## config.mk

```make
export PLATFORM = sky130hd
export DESIGN_NAME = key_cmd_sender_flat
export DESIGN_NICKNAME = d
export VERILOG_FILES = /design/src/rtl/key_if_pkg.sv /design/src/rtl/key_cmd_sender_if.sv /design/src/rtl/key_cmd_sender_gap_timer.sv /design/src/rtl/key_cmd_sender.sv /design/src/flat_wrapper.sv
export SDC_FILE = /design/constraint.sdc
export NUM_CORES = 1
export LEC_CHECK = 0
export CAP_MARGIN = 20
export CORE_ASPECT_RATIO = 1.4
export CORE_MARGIN = 1.5
export CORE_UTILIZATION = 45
export CTS_CLUSTER_DIAMETER = 150
export DETAILED_ROUTE_END_ITERATION = 8
export PLACE_DENSITY = 0.66
export SYNTH_ARGS = -nofsm -noshare
export SYNTH_HDL_FRONTEND = slang
export SYNTH_HIERARCHICAL = 1
export SYNTH_SLANG_ARGS = --single-unit
```

## constraint.sdc

```tcl
create_clock -name Clk -period 2.9 [get_ports Clk]
set_clock_uncertainty 0.1 [all_clocks]
set_input_delay 0.29 -clock Clk [delete_from_list [all_inputs] [get_ports Clk]]
set_output_delay 0.29 -clock Clk [all_outputs]
set_load 0.01 [all_outputs]
```

## src/rtl/key_if_pkg.sv

```systemverilog
// Shared definitions for the key-entry command interface.
// The unlock constants live here so the sender and the lock controller agree.
package key_if_pkg;

  typedef enum logic [1:0] {
    IDLE,
    SEND,
    WAIT,
    DONE
  } key_state_e;

  localparam int KEY_WORDS = 4;
  localparam int CMD_WIDTH = 5;
  localparam int MODE_BIT  = 4;
  localparam int GAP_WIDTH = 8;
  localparam int IDX_WIDTH = 3;

  typedef logic [CMD_WIDTH-1:0] cmd_word_t;

  localparam cmd_word_t KEY0 = 5'b00001;
  localparam cmd_word_t KEY1 = 5'b00000;
  localparam cmd_word_t KEY2 = 5'b00100;
  localparam cmd_word_t KEY3 = 5'b00000;

  // Registered view of everything the sender drives onto the bus.
  typedef struct packed {
    logic      valid;
    logic      busy;
    logic      done;
    cmd_word_t key;
  } cmd_out_t;

  function automatic cmd_word_t mode_word(input logic mode);
    cmd_word_t w;
    w           = '0;
    w[MODE_BIT] = mode;
    return w;
  endfunction

endpackage

```

## src/rtl/key_cmd_sender_if.sv

```systemverilog
// Command bus between the host/sequencer, the key sender and the lock controller.
// master = the sender driving words; slave = the host/consumer side.
interface key_cmd_sender_if;
  import key_if_pkg::*;

  logic      Start;
  logic      ModeReq;
  logic      Abort;
  cmd_word_t InputKey;
  logic      ValidCmd;
  logic      Busy;
  logic      Done;

  modport master (
    input  Start,
    input  ModeReq,
    input  Abort,
    output InputKey,
    output ValidCmd,
    output Busy,
    output Done
  );

  modport slave (
    output Start,
    output ModeReq,
    output Abort,
    input  InputKey,
    input  ValidCmd,
    input  Busy,
    input  Done
  );

endinterface

```

## src/rtl/key_cmd_sender_gap_timer.sv

```systemverilog
// Loadable down-counter that times the idle gap between command words.
// Counting stops at zero; zero is flagged combinationally.
module key_gap_timer #(
  parameter int WIDTH = 8
) (
  input  logic             Clk,
  input  logic             Reset,
  input  logic             load,
  input  logic [WIDTH-1:0] load_val,
  input  logic             dec,
  output logic [WIDTH-1:0] count,
  output logic             zero
);

  // NOTE: sequential state is updated with <= so every flop samples pre-edge values.
  always_ff @(posedge Clk or posedge Reset) begin
    if (Reset) begin
      count <= '0;
    end else if (load) begin
      count <= load_val;
    end else if (dec && (count != '0)) begin
      count <= count - 1'b1;
    end
  end

  assign zero = (count == '0);

endmodule

```

## src/rtl/key_cmd_sender.sv

```systemverilog
// Transmit side of the key-entry command interface: sends the four unlock words
// and one mode word per accepted Start, with an optional idle gap between words.
module key_cmd_sender #(
  parameter int unsigned          GAP  = 0,
  parameter key_if_pkg::cmd_word_t KEY0 = key_if_pkg::KEY0,
  parameter key_if_pkg::cmd_word_t KEY1 = key_if_pkg::KEY1,
  parameter key_if_pkg::cmd_word_t KEY2 = key_if_pkg::KEY2,
  parameter key_if_pkg::cmd_word_t KEY3 = key_if_pkg::KEY3
) (
  input logic               Clk,
  input logic               Reset,
  key_cmd_sender_if.master  bus
);
  import key_if_pkg::*;

  localparam logic [GAP_WIDTH-1:0] GAP_LOAD = GAP_WIDTH'(GAP);
  localparam logic [IDX_WIDTH-1:0] IDX_MODE = IDX_WIDTH'(KEY_WORDS);

  key_state_e           state, state_nxt;
  logic [IDX_WIDTH-1:0] idx, idx_nxt;
  logic                 mode_q, mode_nxt;
  logic                 gap_load, gap_dec, gap_zero, gap_last;
  logic [GAP_WIDTH-1:0] gap_count;
  cmd_out_t             out_q, out_nxt;

  key_gap_timer #(
    .WIDTH (GAP_WIDTH)
  ) u_gap_timer (
    .Clk      (Clk),
    .Reset    (Reset),
    .load     (gap_load),
    .load_val (GAP_LOAD),
    .dec      (gap_dec),
    .count    (gap_count),
    .zero     (gap_zero)
  );

  // A drained counter also releases WAIT so the FSM can never stall there.
  assign gap_last = (gap_count == GAP_WIDTH'(1)) || gap_zero;

  function automatic cmd_word_t word_at(input logic [IDX_WIDTH-1:0] i, input logic m);
    case (i)
      3'd0:    return KEY0;
      3'd1:    return KEY1;
      3'd2:    return KEY2;
      3'd3:    return KEY3;
      3'd4:    return mode_word(m);
      default: return '0;
    endcase
  endfunction

  always_ff @(posedge Clk or posedge Reset) begin
    if (Reset) begin
      state  <= IDLE;
      idx    <= '0;
      mode_q <= 1'b0;
    end else begin
      state  <= state_nxt;
      idx    <= idx_nxt;
      mode_q <= mode_nxt;
    end
  end

  // NOTE: every signal assigned here gets a default first, so no latch is inferred.
  always_comb begin
    state_nxt = state;
    idx_nxt   = idx;
    mode_nxt  = mode_q;
    gap_load  = 1'b0;
    gap_dec   = 1'b0;
    case (state)
      IDLE: begin
        if (bus.Start && !bus.Abort) begin
          state_nxt = SEND;
          idx_nxt   = '0;
          mode_nxt  = bus.ModeReq;
        end
      end
      SEND: begin
        if (bus.Abort || (idx > IDX_MODE)) begin
          state_nxt = IDLE;
          idx_nxt   = '0;
        end else if (idx == IDX_MODE) begin
          state_nxt = DONE;
        end else if (GAP_LOAD != '0) begin
          state_nxt = WAIT;
          gap_load  = 1'b1;
        end else begin
          idx_nxt = idx + 3'd1;
        end
      end
      WAIT: begin
        gap_dec = 1'b1;
        if (bus.Abort) begin
          state_nxt = IDLE;
          idx_nxt   = '0;
        end else if (gap_last) begin
          state_nxt = SEND;
          idx_nxt   = idx + 3'd1;
        end
      end
      DONE: begin
        state_nxt = IDLE;
        idx_nxt   = '0;
      end
      default: begin
        state_nxt = IDLE;
        idx_nxt   = '0;
      end
    endcase
  end

  // Outputs are decoded from the next state and registered, so they line up with the state.
  always_comb begin
    out_nxt       = '0;
    out_nxt.valid = (state_nxt == SEND);
    out_nxt.busy  = (state_nxt == SEND) || (state_nxt == WAIT);
    out_nxt.done  = (state_nxt == DONE);
    if (state_nxt == SEND) begin
      out_nxt.key = word_at(idx_nxt, mode_nxt);
    end
  end

  always_ff @(posedge Clk or posedge Reset) begin
    if (Reset) begin
      out_q <= '0;
    end else begin
      out_q <= out_nxt;
    end
  end

  assign bus.InputKey = out_q.key;
  assign bus.ValidCmd = out_q.valid;
  assign bus.Busy     = out_q.busy;
  assign bus.Done     = out_q.done;

endmodule

```

## src/flat_wrapper.sv

```systemverilog
// flat-port wrapper written by rule: the top's interface ports become plain ports
module key_cmd_sender_flat import key_if_pkg::*;
#(
  parameter int unsigned          GAP  = 0,
  parameter key_if_pkg::cmd_word_t KEY0 = key_if_pkg::KEY0,
  parameter key_if_pkg::cmd_word_t KEY1 = key_if_pkg::KEY1,
  parameter key_if_pkg::cmd_word_t KEY2 = key_if_pkg::KEY2,
  parameter key_if_pkg::cmd_word_t KEY3 = key_if_pkg::KEY3
)
  (Clk, Reset, bus_Start, bus_ModeReq, bus_Abort, bus_InputKey, bus_ValidCmd, bus_Busy, bus_Done);
  key_cmd_sender_if bus_i ();
  input logic Clk;
  input logic Reset;
  input wire logic [$bits(bus_i.Start)-1:0] bus_Start;
  input wire logic [$bits(bus_i.ModeReq)-1:0] bus_ModeReq;
  input wire logic [$bits(bus_i.Abort)-1:0] bus_Abort;
  output wire logic [$bits(bus_i.InputKey)-1:0] bus_InputKey;
  output wire logic [$bits(bus_i.ValidCmd)-1:0] bus_ValidCmd;
  output wire logic [$bits(bus_i.Busy)-1:0] bus_Busy;
  output wire logic [$bits(bus_i.Done)-1:0] bus_Done;
  assign bus_i.Start = bus_Start;
  assign bus_i.ModeReq = bus_ModeReq;
  assign bus_i.Abort = bus_Abort;
  assign bus_InputKey = bus_i.InputKey;
  assign bus_ValidCmd = bus_i.ValidCmd;
  assign bus_Busy = bus_i.Busy;
  assign bus_Done = bus_i.Done;
  key_cmd_sender #(.GAP(GAP), .KEY0(KEY0), .KEY1(KEY1), .KEY2(KEY2), .KEY3(KEY3)) u_core (.Clk(Clk), .Reset(Reset), .bus(bus_i));
endmodule
```

=== Word level (Yosys, flattened, before mapping) ===
Index checks and enable logic that the tools add are counted.
Widths: inputs -> output; s select.

* Add/subtract/negate cells: 2
* Muxes and demuxes: 17
* Order comparisons: 1
* Reductions and logical operators: 10
* Equal/unequal tests: 10

{| class="wikitable"
|+ Operators by type and width
! operator !! count
|-
| $mux 3 || 5
|-
| $pmux 5 s3 || 1
|-
| $pmux 3 s4 || 1
|-
| $mux 2 || 5
|-
| $eq 2x2->1 const B || 4
|-
| $eq 8x1->1 const B || 1
|-
| $logic_not 8->1 || 1
|-
| $pmux 2 s4 || 1
|-
| $reduce_bool 8->1 || 1
|-
| $sub 8x1->8 const B || 1
|-
| $eq 3x3->1 const B || 2
|-
| $mux 5 || 1
|-
| $eq 2x1->1 const B || 2
|-
| $add 3x1->3 const B || 1
|-
| $eq 3x2->1 const B || 1
|-
| $gt 3x3->1 const B || 1
|-
| $logic_not 3->1 || 1
|-
| $logic_or 1x1->1 || 3
|-
| $mux 1 || 3
|-
| $logic_and 1x1->1 || 2
|-
| $logic_not 2->1 || 1
|-
| $logic_not 1->1 || 1
|}

* Output and inout port bits: 8
* Bits of input ports: 5
* Logic and storage cells: 48
* Bits in registers: 22

=== Depth between registers and ports, before layout ===
Gate-level depths: netlist of run 1.

* Word-level depth: 8
* Mapped depth: 10
* Gate-level depth less buffers: 10

=== By module ===
The synthesis of run 1 kept the hierarchy.

{| class="wikitable"
|+ Modules (own cells, without submodules)
! module !! seq. area each (sq um) !! cells each !! instances !! area an instance (sq um)
|-
| key_cmd_sender || 300.3 || 71 || 1 || 747.0
|-
| key_gap_timer || 200.2 || 53 || 1 || 495.5
|}

=== Worst setup path before layout of run 1 ===
No wires, ideal clock.

* Path type: register -> register
* Start: register u_core.u_gap_timer.count[0]
* End: register u_core.out_q (netlist bit u_core/bus.InputKey[4])
* Path buffers: 0
* Arrival time: 2.302 ns
* Library setup time: 0.086 ns
* Setup slack: 0.412 ns
* Stages on the path, launching flop included: 11
* Period minus slack after synthesis: 2.488 ns
* Data required time: 2.714 ns
* Cell sequence: dfrtp_1 > inv_1 > ha_1 > or4b_4 > nor2_1 > a21o_2 > nor2_1 > o41ai_1 > ha_1 > o21ai_2 > nor3_1

{| class="wikitable"
|+ RTL lines
! item !! RTL line !! source
|-
| start: declaration || key_cmd_sender_gap_timer.sv:11 || <nowiki>output logic [WIDTH-1:0] count,</nowiki>
|-
| start signal: assignment || key_cmd_sender_gap_timer.sv:20 || <nowiki>count <= load_val;</nowiki>
|-
| start signal: assignment || key_cmd_sender_gap_timer.sv:22 || <nowiki>count <= count - 1'b1;</nowiki>
|-
| end signal: assignment || key_cmd_sender.sv:128 || <nowiki>out_q <= out_nxt;</nowiki>
|-
| end: declaration || key_cmd_sender.sv:24 || <nowiki>cmd_out_t out_q, out_nxt;</nowiki>
|}

==> results of run 1 <==
==> critical path: cells and delay by family, from the launching register on <==
kind | cells | cell delay (ps)
and+or+nand+nor | 4 | 920
AOI/OAI and AO/OA | 3 | 590
adders and majority gates | 2 | 470
DFF | 1 | 410
buffers and inverters | 1 | 120
==> path summary, 6_finish.rpt <==
kind                       depth (start not counted)                   startpoint  slack (ps)                           to
hold / removal                                     2                        Reset         150  u_core/u_gap_timer/count[2]
setup reg to reg                                  10  u_core/u_gap_timer/count[0]         210       u_core/bus.InputKey[4]
max in group asynchronous                          2                        Reset        2170       u_core/bus.InputKey[2]
min in group Clk                                   1                u_core/mode_q         420                u_core/mode_q
hold reg to reg                                    1                u_core/mode_q         420                u_core/mode_q
setup / recovery                                  10  u_core/u_gap_timer/count[0]         210       u_core/bus.InputKey[4]
==> registers in the layout (all words and copies together) (netlist names) <==
signal,count
u_core/u_gap_timer/count,8
u_core/idx,3
u_core/bus.InputKey,3
u_core/state,2
u_core/mode_q,1
u_core/bus.Busy,1
u_core/bus.Done,1
u_core/bus.ValidCmd,1
==> cell type report <==
type	instances	area, µm²	share of cell area [%]
Sequential cell	20	500	34.4
Multi-Input combinational cell	107	742	51.0
Timing Repair Buffer	11	108	7.39
Tap cell	36	45.0	3.10
Clock buffer	3	22.5	1.55
Inverter	10	37.5	2.58
==> synthesized netlist by cell type, types with 2 or more instances <==
| library cell | number | area share [%] |
|---|---|---|
| dfrtp_1 | 20 | 40 |
| nand2_1 | 13 | 3.9 |
| inv_1 | 10 | 3.0 |
| nor2_1 | 8 | 2.4 |
| ha_1 | 6 | 6.0 |
| o21ai_0 | 6 | 2.4 |
| nand2b_1 | 4 | 2.0 |
| a21oi_1 | 3 | 1.2 |
| buf_4 | 3 | 1.8 |
| nand3_1 | 3 | 1.2 |
| nor3_1 | 3 | 1.2 |
| o21ai_1 | 3 | 1.2 |
| nor4_2 | 2 | 2.0 |
| nor4b_1 | 2 | 1.4 |
| o21ai_2 | 2 | 1.4 |
| o31a_1 | 2 | 1.4 |
| o41ai_1 | 2 | 1.4 |
| xnor2_1 | 2 | 1.4 |
| xor2_1 | 2 | 1.4 |
==> stage by stage <==
step	hold WS (ps)	worst slack [ps]	power, mW
3_3_place_gp	392	344	0.561
6_report	155	208	0.681
4_1_cts	163	229	0.690
2_1_floorplan	5.66	412	0.508
5_1_grt	194	54.6	0.729
3_5_place_dp	396	264	0.564
==> per-layer routing <==
layer  wire (µm)  part of all wire (%)
met1         963                    42
met2        1260                    55
met3          54                   2.4
met4          21                  0.92
met5           0                     0
==> power by group through the flow <==
stage | Combinational, mW | Clock, mW | Sequential [mW]
3_3_place_gp | 0.207 | 0 | 0.353
3_5_place_dp | 0.211 | 0 | 0.353
5_1_grt | 0.235 | 0.140 | 0.353
2_1_floorplan | 0.161 | 0 | 0.347
6_report | 0.211 | 0.122 | 0.348
4_1_cts | 0.212 | 0.130 | 0.347
==> cells by family (layout without fill, tap and decap cells) <==
kind of cell               after synthesis  in the layout  share of synthesized area (%)
xor gates and xnor gates                 4              4                           2.82
adders and majority gates                6              6                           6.04
buffers and inverters                   14             24                           5.14
AOI/OAI and AO/OA                       29             29                           18.5
and+or+nand+nor                         48             48                           25.1
DFF                                     20             20                           40.3
muxes                                    2              2                           1.81
other                                    1             18                          0.302
==> layout by cell type (no fill, tap or decap), types with 2 or more instances in the layout <==
cell	count
o21ai_2	2
o41ai_1	2
conb_1	18
o31a_1	2
nor3_1	3
ha_1	6
dfrtp_1	20
inv_1	10
nor2_1	8
xnor2_1	2
a21oi_1	3
o21ai_1	3
nand3_1	3
nand2_1	13
nand2b_1	4
clkbuf_4	3
o21ai_0	6
xor2_1	2
clkdlybuf4s50_1	10
nor4b_1	2
nor4_2	2
==> results.py, run 1 <==
metrics = {
    "yosys": {
        "synthCells": 124,
        "async_flop_share_pct": 100,
        "synthFlopType": "dfrtp_1",
        "yosysSeqAreaShare_pct": 40.3,
        "synth_edf_count": 0,
        "synth_area_um2": 1240,
        "ys_warn_count": 6,
        "synth.distinct_cells": 47,
        "synth-seq-cells": 20,
        "avgSynthCellArea_um2": 10.0,
    },
    "power": {
        "switching_power_uw": 218,
        "swShare_pct": 32.0,
        "power_frac_clock_pct": 17.9,
        "peakVddDrop_mv": 0.239,
        "p_leak_nw": 0.622,
        "p_seq_share_pct": 51.1,
        "cellPowerDensity_nw_per_um2": 468,
        "comb_power_share_pct": 31.0,
        "p_int_uw": 463,
    },
    "layout": {
        "fin_nets": 164,
        "fin_area_um2": 1460,
        "diodes": 0,
        "drive_gt1_share_pct": 13.2,
        "fin_util_pct": 55.6,
        "area_delta_synth_final_pct": 17.1,
        "fin_cells": 187,
        "fillers": 251,
    },
    "global_routing": {
        "grt_pass1_wl_um": 3710,
        "groute.layer.met3.usage_pct": 1.65,
        "antenna_found_initial": 0,
        "use_met2_pct": 29.6,
        "grt_most_used_layer": "met2",
        "grt_pass1_vias": 902,
        "grt_usage_pct": 16.1,
        "grt_use_met1_pct": 17.8,
        "grt.overflow.total": 0,
        "grt_max_degree": 13,
    },
    "clocking": {
        "cts_tree": "built",
        "cts_made_buffers": 3,
        "holdBufCountCts": 0,
        "clk_latency_ps": 290,
        "cts_resized": 0,
        "htreeDepth": 1,
        "clkSinkCount": 20,
        "cts-root-buf": "clkbuf_4",
        "postCtsSetupRepairBufs": 0,
        "cts_max_path_buffers": 2,
        "clk_pin_slew_ps": 100,
    },
    "sta": {
        "finalSetupViolCount": 0,
        "finalSetupTns_ps": 0,
        "worst_pin_slew_ps": 627,
        "fin_crit_ps": 2690,
        "max_slew_margin_pct": 57.6,
        "max_freq_mhz": 372,
        "hold_viol": 0,
        "fin_crit_sh_pct": 92.8,
        "rsz0062_at_grt": "no",
        "maxSlewViolCount": 0,
    },
    "critical_path": {
        "worstPathMaxFanout": 5,
        "cp_slowest_stage_delay_ps": 500,
        "critical_path_class": "reg2reg",
        "path_cells": "inv_1, ha_1, or4b_4, nor2_1, a21o_2, nor2_1, o41ai_1, ha_1, o21ai_2, nor3_1",
        "crit_slowest_cell": "or4b_4",
        "required_ps": 3010,
        "cp-start-kind": "flop",
        "worst_setup_path_end_kind": "flop",
        "worstPathArrival_ps": 2800,
    },
    "floorplan": {
        "num_rows": 22,
        "chipHeight_um": 65.2,
        "start_util_pct": 47.5,
        "die_x_um": 47.4,
        "io_pins": 13,
        "dieArea_um2": 3090,
        "core-area_um2": 2620,
    },
    "place": {
        "dpl_cell_area_um2": 1430,
        "place_inst": 184,
        "io_buffers": 10,
        "dp_hpwl_um": 1830,
        "place.gp.congestion": 0.866,
    },
    "route": {
        "vias_per_cell": 5.17,
        "drt_pass1_iterations": 4,
        "ant_nets": 0,
        "drt-total-wl_um": 2290,
        "initialDrtViolationCount": 36,
        "routed-via-count": 966,
        "wl_per_cell_um": 12.3,
        "route.detailed.drc": 0,
    },
    "run_status": {
        "outcome": "complete, no violations",
    },
    "hold_path": {
        "hp-class": "in2async",
    },
    "run": {
        "cap_violations": 0,
    },
}
Power figures use the tool's default switching activity.
==> run 2, diff against run 1 <==
Settings changed: SLEW_MARGIN set to 0.
==> results of run 2 <==
The final DEF is identical to that of run 1; final timing and power are the same.
==> run 3, diff against run 2 <==
Settings changed: CAP_MARGIN 20 to not set, CTS_CLUSTER_DIAMETER 150 to 100.
==> results of run 3 <==
The final DEF is identical to that of run 1; final timing and power are the same.
